<file path="src/rtl/hmac_stream_feeder.sv">
// Byte-stream to 32-bit word feeder for an HMAC/hash core; captures the result tag.
// Optional TAG_CHECK_EN adds expected_tag/tag_match comparison against the result.
module hmac_stream_feeder #(
    parameter int TIMEOUT_CYCLES = 1024
) (
    input  logic         clk,
    input  logic         rst,
    input  logic         in_valid,
    input  logic [7:0]   in_data,
    input  logic         in_last,
    output logic         in_ready,
    output logic         hash_start,
    input  logic         hash_ready,
    output logic         hash_update,
    output logic [31:0]  hash_data,
    output logic [2:0]   hash_bytes_valid,
    output logic         hash_finalize,
    input  logic         hash_valid,
    input  logic [255:0] hash_in,
    output logic         done,
    output logic [255:0] tag,
    output logic         timeout
`ifdef TAG_CHECK_EN
    ,
    input  logic [255:0] expected_tag,
    output logic         tag_match
`endif
);

    localparam int TW = $clog2(TIMEOUT_CYCLES) + 1;
    localparam logic [TW-1:0] TMO_LAST = TW'(TIMEOUT_CYCLES - 1);

    typedef enum logic [2:0] {
        IDLE,
        START,
        WAIT_READY,
        COLLECT,
        FINAL,
        WAIT_HASH
    } state_t;

    state_t        state_q, state_d;
    logic [1:0]    cnt_q, cnt_d;
    logic [31:0]   word_q, word_d;
    logic [TW-1:0] tmo_q, tmo_d;
    logic          upd_q, upd_d;
    logic [31:0]   data_q, data_d;
    logic [2:0]    bv_q, bv_d;
    logic          fin_q, fin_d;
    logic          done_q, done_d;
    logic          tmo_p_q, tmo_p_d;
    logic [255:0]  tag_q, tag_d;
    logic [31:0]   word_n;
`ifdef TAG_CHECK_EN
    logic          match_q, match_d;
`endif

    assign in_ready         = (state_q == COLLECT);
    assign hash_start       = (state_q == START);
    assign hash_update      = upd_q;
    assign hash_data        = data_q;
    assign hash_bytes_valid = bv_q;
    assign hash_finalize    = fin_q;
    assign done             = done_q;
    assign tag              = tag_q;
    assign timeout          = tmo_p_q;
`ifdef TAG_CHECK_EN
    assign tag_match        = match_q;
`endif

    // Incoming byte lands at the lane selected by the byte counter, MSB first.
    assign word_n = word_q | ({in_data, 24'h0} >> {cnt_q, 3'b000});

    always_comb begin
        state_d = state_q;
        cnt_d   = cnt_q;
        word_d  = word_q;
        tmo_d   = tmo_q;
        upd_d   = 1'b0;
        data_d  = data_q;
        bv_d    = bv_q;
        fin_d   = 1'b0;
        done_d  = 1'b0;
        tmo_p_d = 1'b0;
        tag_d   = tag_q;
`ifdef TAG_CHECK_EN
        match_d = match_q;
`endif
        unique case (state_q)
            IDLE: begin
                cnt_d  = 2'd0;
                word_d = 32'h0;
                if (in_valid) state_d = START;
            end
            START: state_d = WAIT_READY;
            WAIT_READY: begin
                if (hash_ready) state_d = COLLECT;
            end
            COLLECT: begin
                if (in_valid) begin
                    if (cnt_q == 2'd3 || in_last) begin
                        upd_d  = 1'b1;
                        data_d = word_n;
                        bv_d   = {1'b0, cnt_q} + 3'd1;
                        word_d = 32'h0;
                        cnt_d  = 2'd0;
                    end else begin
                        word_d = word_n;
                        cnt_d  = cnt_q + 2'd1;
                    end
                    if (in_last) state_d = FINAL;
                end
            end
            FINAL: begin
                fin_d   = 1'b1;
                tmo_d   = '0;
                state_d = WAIT_HASH;
            end
            WAIT_HASH: begin
                if (hash_valid) begin
                    tag_d   = hash_in;
                    done_d  = 1'b1;
`ifdef TAG_CHECK_EN
                    match_d = (hash_in == expected_tag);
`endif
                    state_d = IDLE;
                end else if (tmo_q == TMO_LAST) begin
                    tmo_p_d = 1'b1;
                    state_d = IDLE;
                end else begin
                    tmo_d = tmo_q + 1'b1;
                end
            end
            default: state_d = IDLE;
        endcase
    end

    always_ff @(posedge clk or posedge rst) begin
        if (rst) begin
            state_q <= IDLE;
            cnt_q   <= 2'd0;
            word_q  <= 32'h0;
            tmo_q   <= '0;
            upd_q   <= 1'b0;
            data_q  <= 32'h0;
            bv_q    <= 3'd0;
            fin_q   <= 1'b0;
            done_q  <= 1'b0;
            tmo_p_q <= 1'b0;
            tag_q   <= 256'h0;
`ifdef TAG_CHECK_EN
            match_q <= 1'b0;
`endif
        end else begin
            state_q <= state_d;
            cnt_q   <= cnt_d;
            word_q  <= word_d;
            tmo_q   <= tmo_d;
            upd_q   <= upd_d;
            data_q  <= data_d;
            bv_q    <= bv_d;
            fin_q   <= fin_d;
            done_q  <= done_d;
            tmo_p_q <= tmo_p_d;
            tag_q   <= tag_d;
`ifdef TAG_CHECK_EN
            match_q <= match_d;
`endif
        end
    end

endmodule

</file>
<file path="config.mk">
export PLATFORM = sky130hd
export DESIGN_NAME = hmac_stream_feeder
export DESIGN_NICKNAME = d
export VERILOG_FILES = /design/src/rtl/hmac_stream_feeder.sv
export SDC_FILE = /design/constraint.sdc
export NUM_CORES = 1
export LEC_CHECK = 0
export CORE_AREA = 3 3 220 222
export DETAILED_ROUTE_END_ITERATION = 6
export DIE_AREA = 0 0 223 225
export GPL_TIMING_DRIVEN = 0
export PLACE_DENSITY = 0.66
export SETUP_SLACK_MARGIN = 0.1
export SLEW_MARGIN = 10
export SYNTH_ARGS = -nofsm -noshare
export SYNTH_HDL_FRONTEND = slang
export SYNTH_SLANG_ARGS = --single-unit
</file>
<file path="constraint.sdc">
create_clock -name clk -period 14.3 [get_ports clk]
set_input_delay 2.145 -clock clk [delete_from_list [all_inputs] [get_ports clk]]
set_output_delay 2.145 -clock clk [all_outputs]
set_load 0.01 [all_outputs]
</file>
Word level (Yosys, flattened, before mapping)
Cells that the tools add are included.
{ "word_totals": {"reg_bits": 343, "latch_bits": 0, "ramBits": 0, "romBits": 0, "in_bits": 270, "output_inout_bits": 297, "wordCells": 64, "n_memories": 0} }
{ "op_classes": {"add_sub_neg": 3, "mul": 0, "div_mod_pow": 0, "magnitude_cmp": 0, "eq_ne": 14, "shifts": 1, "muxes": 25, "bitwise": 1, "n_reduce_logical": 9} }
{ "op_table": {"columns": ["operator", "count"], "rows": [
  ["$mux W32", 2],
  ["$pmux W32 S2", 1],
  ["$or A32 B32 Y32", 1],
  ["$shr A32 B5 Y32", 1],
  ["$mux W11", 2],
  ["$pmux W11 S2", 1],
  ["$mux W3", 6],
  ["$pmux W3 S6", 1],
  ["$ne A2 B2 Y1 const B", 6],
  ["$add A11 B1 Y11 const B", 1],
  ["$eq A11 B10 Y1 const B", 1],
  ["$mux W1", 9],
  ["$eq A3 B2 Y1 const B", 2],
  ["$eq A3 B3 Y1 const B", 2],
  ["$reduce_and A3 Y1", 2],
  ["$reduce_and A5 Y1", 1],
  ["$mux W2", 2],
  ["$pmux W2 S2", 1],
  ["$reduce_and A2 Y1", 2],
  ["$reduce_bool A2 Y1", 2],
  ["$add A2 B1 Y3 const B", 1],
  ["$eq A3 B1 Y1 const B", 1],
  ["$logic_not A3 Y1", 1],
  ["$ne A3 B3 Y1 const B", 1],
  ["other kinds (3)", 3]
]} }

Depth between registers and ports, before layout
{ "depth": {"word_depth": 5, "depth_mapped": 7, "ltp_nobuf": 5} }

Least setup slack after synthesis
OpenSTA, ideal clock, no wires.
{ "synth_timing": {"path_kind": "input port to flip-flop", "startpoint": "input hash_valid", "endpoint": "register tmo_q[9]", "arrival_ps": 3179, "required_time_ps": 14223, "path_slack_ps": 11043, "path_stages": 4, "path_buffers": 0, "path_cell_list": "and4bb_4 > o41ai_4 > or4_1 > a21oi_1"} }
{ "synth_via": {"elab_chain_cells": 2} }
{ "synth_lines": {"columns": ["element", "line_no", "source"], "rows": [
  ["start: declaration", "18", "input logic hash_valid,"],
  ["$ne A2 B2 Y1 (no line)", null, null],
  ["$reduce_and A3 Y1 (no line)", null, null],
  ["end signal: assignment", "158", "tmo_q <= tmo_d;"],
  ["end: declaration", "45", "logic [TW-1:0] tmo_q, tmo_d;"]
]} }
No other way between the ends.
A chain may end at the register's enable or synchronous reset.

Final worst setup path
{ "layout_timing": {"startpoint": "register state_q[0]", "endpoint": "output in_ready"} }
{ "layout_via": {"elab_chain_cells": 1} }
{ "layout_lines": {"columns": ["element", "line_no", "source"], "rows": [
  ["start: declaration", "42", "state_t state_q, state_d;"],
  ["start signal: assignment", "155", "state_q <= state_d;"],
  ["$eq A3 B2 Y1", "58", "assign in_ready = (state_q == COLLECT);"],
  ["end: declaration", "11", "output logic in_ready,"]
]} }
No other way between the ends.

==> results.tsv <==
stage	metric	value	unit
setup_path	largest stage delay on the critical path	580	ps
power	total design power	4.18	mW
sta	actual slew at the worst max-slew pin	636	ps
route	number of vias after detailed routing	9612	
sta	Max Freq	0.245	GHz
yosys	number of enable-type register cells in the synthesized netlist	0	
cts	CTS-repair resized insts	0	
sta	setup repair after global routing missed its margin	no	
cts	CTS buffer count	41	
power	areal power density over the cells	200	nW/um^2
route	via/cell ratio	4.52	
setup_path	largest delay contributor family on the critical path	buffers and inverters	
global_routing	via count of the first global-routing pass	10300	
cts	clock network latency to the later pin of the worst-skew pair	530	ps
sta	headroom to the max-slew limit	0.576	
sta	endpoints failing setup	0	
finish	number of nets in the layout	1764	
placed_design	weighted congestion reported at the end of routability-driven placement	0.840	
finish	non-filler cells in the finished layout	2126	
setup_path	highest-delay cell along the critical path	sky130_fd_sc_hd__clkdlybuf4s50_1	
setup_path	CP Max Fanout	10	
finish	layout cells sized above 1	0.248	
setup_path	ordered list of cells on the worst path	buf_2 -> nor3b_1 -> clkdlybuf4s50_1	
cts	master cell of the clock root buffer	sky130_fd_sc_hd__clkbuf_16	
setup_path	crit path capture type	output pin	
sta	worst-case setup margin in the final layout	10230	ps
die	Placeable Area	46600	um^2
route	final wirelength	43500	um
route	number of violations reported at the end of detailed-routing iteration 0	424	
die	width of the chip	223	um
yosys	fraction of registers with async set or reset after synthesis	1.00	
cts	post-CTS setup buffer count	0	
yosys	number of instances in the synthesized netlist	888	
setup_path	crit start category	flop	
route	Initial DRT Pass Iterations	4	
finish	number of fill cells	4181	
global_routing	antenna violations before repair	2	
cts	clock-pin slew reported for the worst setup and hold paths after clock tree synthesis	60	ps
cts	clock tree from TritonCTS	yes	
power	Max VDD drop	0.138	mV
setup_path	number of buffers and inverters on the critical path	2	
global_routing	largest net degree at the start of global routing	117	
hold_path	Worst Hold Class	reg2reg	
cts	deepest clock path buffer count	3	
die	die outline height	225	um
cts	H-tree level count	2	
placed_design	number of placed instances, taps included	2056	
run	Max Cap Viol	0	
yosys	sequential element share of the synthesized area	0.652	
sta	final critical-path share of the clock period	0.285	
yosys	nets in the synthesized netlist	1160	
die	I/O pins	567	
cts	clk sinks	343	
sta	minimum hold slack	498	ps
yosys	distinct cell type count after synthesis	42	
die	die footprint	50200	um^2
sta	minimum clock period	4070	ps
sta	Final Skew	6.87	ps
global_routing	total overflow reported by the global router	0	
global_routing	global-route usage over all layers	0.168	
setup_path	Worst EP arrival	1930	ps
route	Antenna Violating Nets Remaining	0	
route	DRC violation count after routing	0	
finish	Layout area overhead	58.9	%
cts	number of buffers inserted by hold repair at cts	0	
sta	number of max-slew violations in the final report	0	
yosys	Ys Warns	0	
global_routing	first-pass GRT wire length	64700	um
status	result of the run	finished clean	
die	initial core utilization	0.283	
placed_design	pre-CTS setup slack	10050	ps
route	routed len/inst	20.4	um
placed_design	Final HPWL DP	33300	um
placed_design	Port-buffer cells	558	
die	number of rows created at floorplan	79	
finish	fraction of the core area covered by cells at the end of the flow	0.449	
sta	hold violation total from the final report	0	
yosys	#FFs+latches synth	343	
yosys	average footprint of a synthesized cell	14.8	um^2
setup_path	required time of the critical path	12150	ps
setup_path	critical path type	reg2out	
yosys	top flip-flop cell by instance count after synthesis	sky130_fd_sc_hd__dfrtp_1	
yosys	Post-Synthesis Cell Area	13200	um^2
power	Lkg Pwr	9.15	nW
## through the flow
stage	setup TNS, ps	cell area [um^2]
floorplan	0	13200
global placement	-544650	19500
detailed placement	0	19600
CTS	0	20900
global route	0	20900
finish	0	20900
## registers in the layout, summed over array words and instances (netlist names)
signal            count
hash_update           1
hash_bytes_valid      3
tag                 256
hash_data            32
hash_finalize         1
done                  1
tmo_q                11
timeout               1
cnt_q                 2
word_q               32
state_q               3
## final cells by class
class | count | area (um^2) | share of cell area
Sequential cell | 343 | 8580 | 0.410
Timing Repair Buffer | 561 | 5670 | 0.271
Multi-Input combinational cell | 483 | 4220 | 0.202
Clock buffer | 60 | 1220 | 0.0582
Tap cell | 607 | 759 | 0.0363
Buffer | 58 | 347 | 0.0166
Clock inverter | 9 | 97.6 | 0.00467
Inverter | 4 | 22.5 | 0.00108
Antenna cell | 1 | 2.50 | 0.000120
## routing by layer
| metal | up-vias | global-route usage | routed length, um |
|---|---|---|---|
| li1 | 4356 | - | - |
| met1 | 4799 | 0.192 | 16600 |
| met2 | 365 | 0.295 | 22000 |
| met3 | 88 | 0.0534 | 3270 |
| met4 | 4 | 0.0595 | 1530 |
| met5 | - | 0 | 32 |
## cells in the final DEF (no fill, tap or decap), types with 4 or more instances in the layout
cell type	instances
sky130_fd_sc_hd__clkdlybuf4s50_1	558
sky130_fd_sc_hd__dfrtp_1	343
sky130_fd_sc_hd__mux2_2	257
sky130_fd_sc_hd__a21oi_1	75
sky130_fd_sc_hd__nor2_1	45
sky130_fd_sc_hd__clkbuf_16	41
sky130_fd_sc_hd__a22o_1	30
sky130_fd_sc_hd__buf_4	23
sky130_fd_sc_hd__buf_2	21
sky130_fd_sc_hd__nand2_1	13
sky130_fd_sc_hd__clkbuf_1	12
sky130_fd_sc_hd__clkbuf_8	12
sky130_fd_sc_hd__nand3_1	10
sky130_fd_sc_hd__and3_1	8
sky130_fd_sc_hd__buf_1	6
sky130_fd_sc_hd__o21ai_0	6
sky130_fd_sc_hd__clkinv_2	6
sky130_fd_sc_hd__nand2b_1	4
sky130_fd_sc_hd__or3_1	4
## synthesized netlist by cell type (2+ instances only)
cell                       instances  area, um^2
sky130_fd_sc_hd__nor2_1           45         169
sky130_fd_sc_hd__nor3b_1           2        15.0
sky130_fd_sc_hd__nor2b_1           3        18.8
sky130_fd_sc_hd__mux2_2          257        2890
sky130_fd_sc_hd__nand3_1          10        50.1
sky130_fd_sc_hd__buf_6             2        22.5
sky130_fd_sc_hd__inv_1             2        7.51
sky130_fd_sc_hd__or4_1             2        15.0
sky130_fd_sc_hd__buf_4            23         173
sky130_fd_sc_hd__and2_1            2        12.5
sky130_fd_sc_hd__nand2b_1          4        25.0
sky130_fd_sc_hd__or3_1             4        25.0
sky130_fd_sc_hd__inv_2             2        7.51
sky130_fd_sc_hd__clkbuf_1          5        18.8
sky130_fd_sc_hd__nand2_1          13        48.8
sky130_fd_sc_hd__dfrtp_1         343        8580
sky130_fd_sc_hd__o21ai_0           6        30.0
sky130_fd_sc_hd__and3_1            8        50.1
sky130_fd_sc_hd__buf_2            21         105
sky130_fd_sc_hd__buf_1             6        22.5
sky130_fd_sc_hd__a21oi_1          75         375
sky130_fd_sc_hd__a22o_1           30         263
sky130_fd_sc_hd__nor3_1            3        15.0
sky130_fd_sc_hd__ha_1              2        25.0
## report_power, final
| part | internal [mW] | switching [mW] |
|---|---|---|
| logic | 0.960 | 0.646 |
| registers | 1.35 | 0.207 |
| clock network | 0.621 | 0.398 |
| total | 2.93 | 1.25 |
## worst reg2reg max path, stage by stage (launching register included)
cell                       delay, ps
sky130_fd_sc_hd__dfrtp_1         480
sky130_fd_sc_hd__ha_1            290
sky130_fd_sc_hd__nor2_1          360
sky130_fd_sc_hd__nand2_1         130
sky130_fd_sc_hd__nand2b_1        120
sky130_fd_sc_hd__buf_2           240
sky130_fd_sc_hd__buf_2           280
sky130_fd_sc_hd__a22o_1          200
## cells by family (layout without fill, tap and decap cells)
| group | after synthesis | count (layout) | share of synthesized area |
|---|---|---|---|
| mux | 258 | 258 | 0.221 |
| xor+xnor | 1 | 1 | 0.000666 |
| simple gates | 101 | 101 | 0.0378 |
| fa+ha+maj | 2 | 2 | 0.00190 |
| flops | 343 | 343 | 0.652 |
| other cells | 0 | 1 | 0 |
| compound gates | 121 | 121 | 0.0592 |
| buf+inv | 62 | 692 | 0.0275 |
## final timing paths
| kind | startpoint | to | slack, ps | cells past startpoint |
|---|---|---|---|---|
| worst max-delay path | state_q[0]$_DFFE_PP0P_ | in_ready | 10230 | 3 |
| worst min-delay path | word_q[3]$_DFFE_PP0P_ | word_q[3]$_DFFE_PP0P_ | 500 | 2 |
| worst max register to register | cnt_q[0]$_DFFE_PP0P_ | word_q[0]$_DFFE_PP0P_ | 12130 | 7 |
| worst min register to register | word_q[3]$_DFFE_PP0P_ | word_q[3]$_DFFE_PP0P_ | 500 | 2 |
| max in group asynchronous | rst | tag[225]$_DFFE_PP0P_ | 10990 | 4 |
| min in group asynchronous | rst | tag[80]$_DFFE_PP0P_ | 2020 | 2 |
Note: power is estimated with default switching activity, not from simulation.
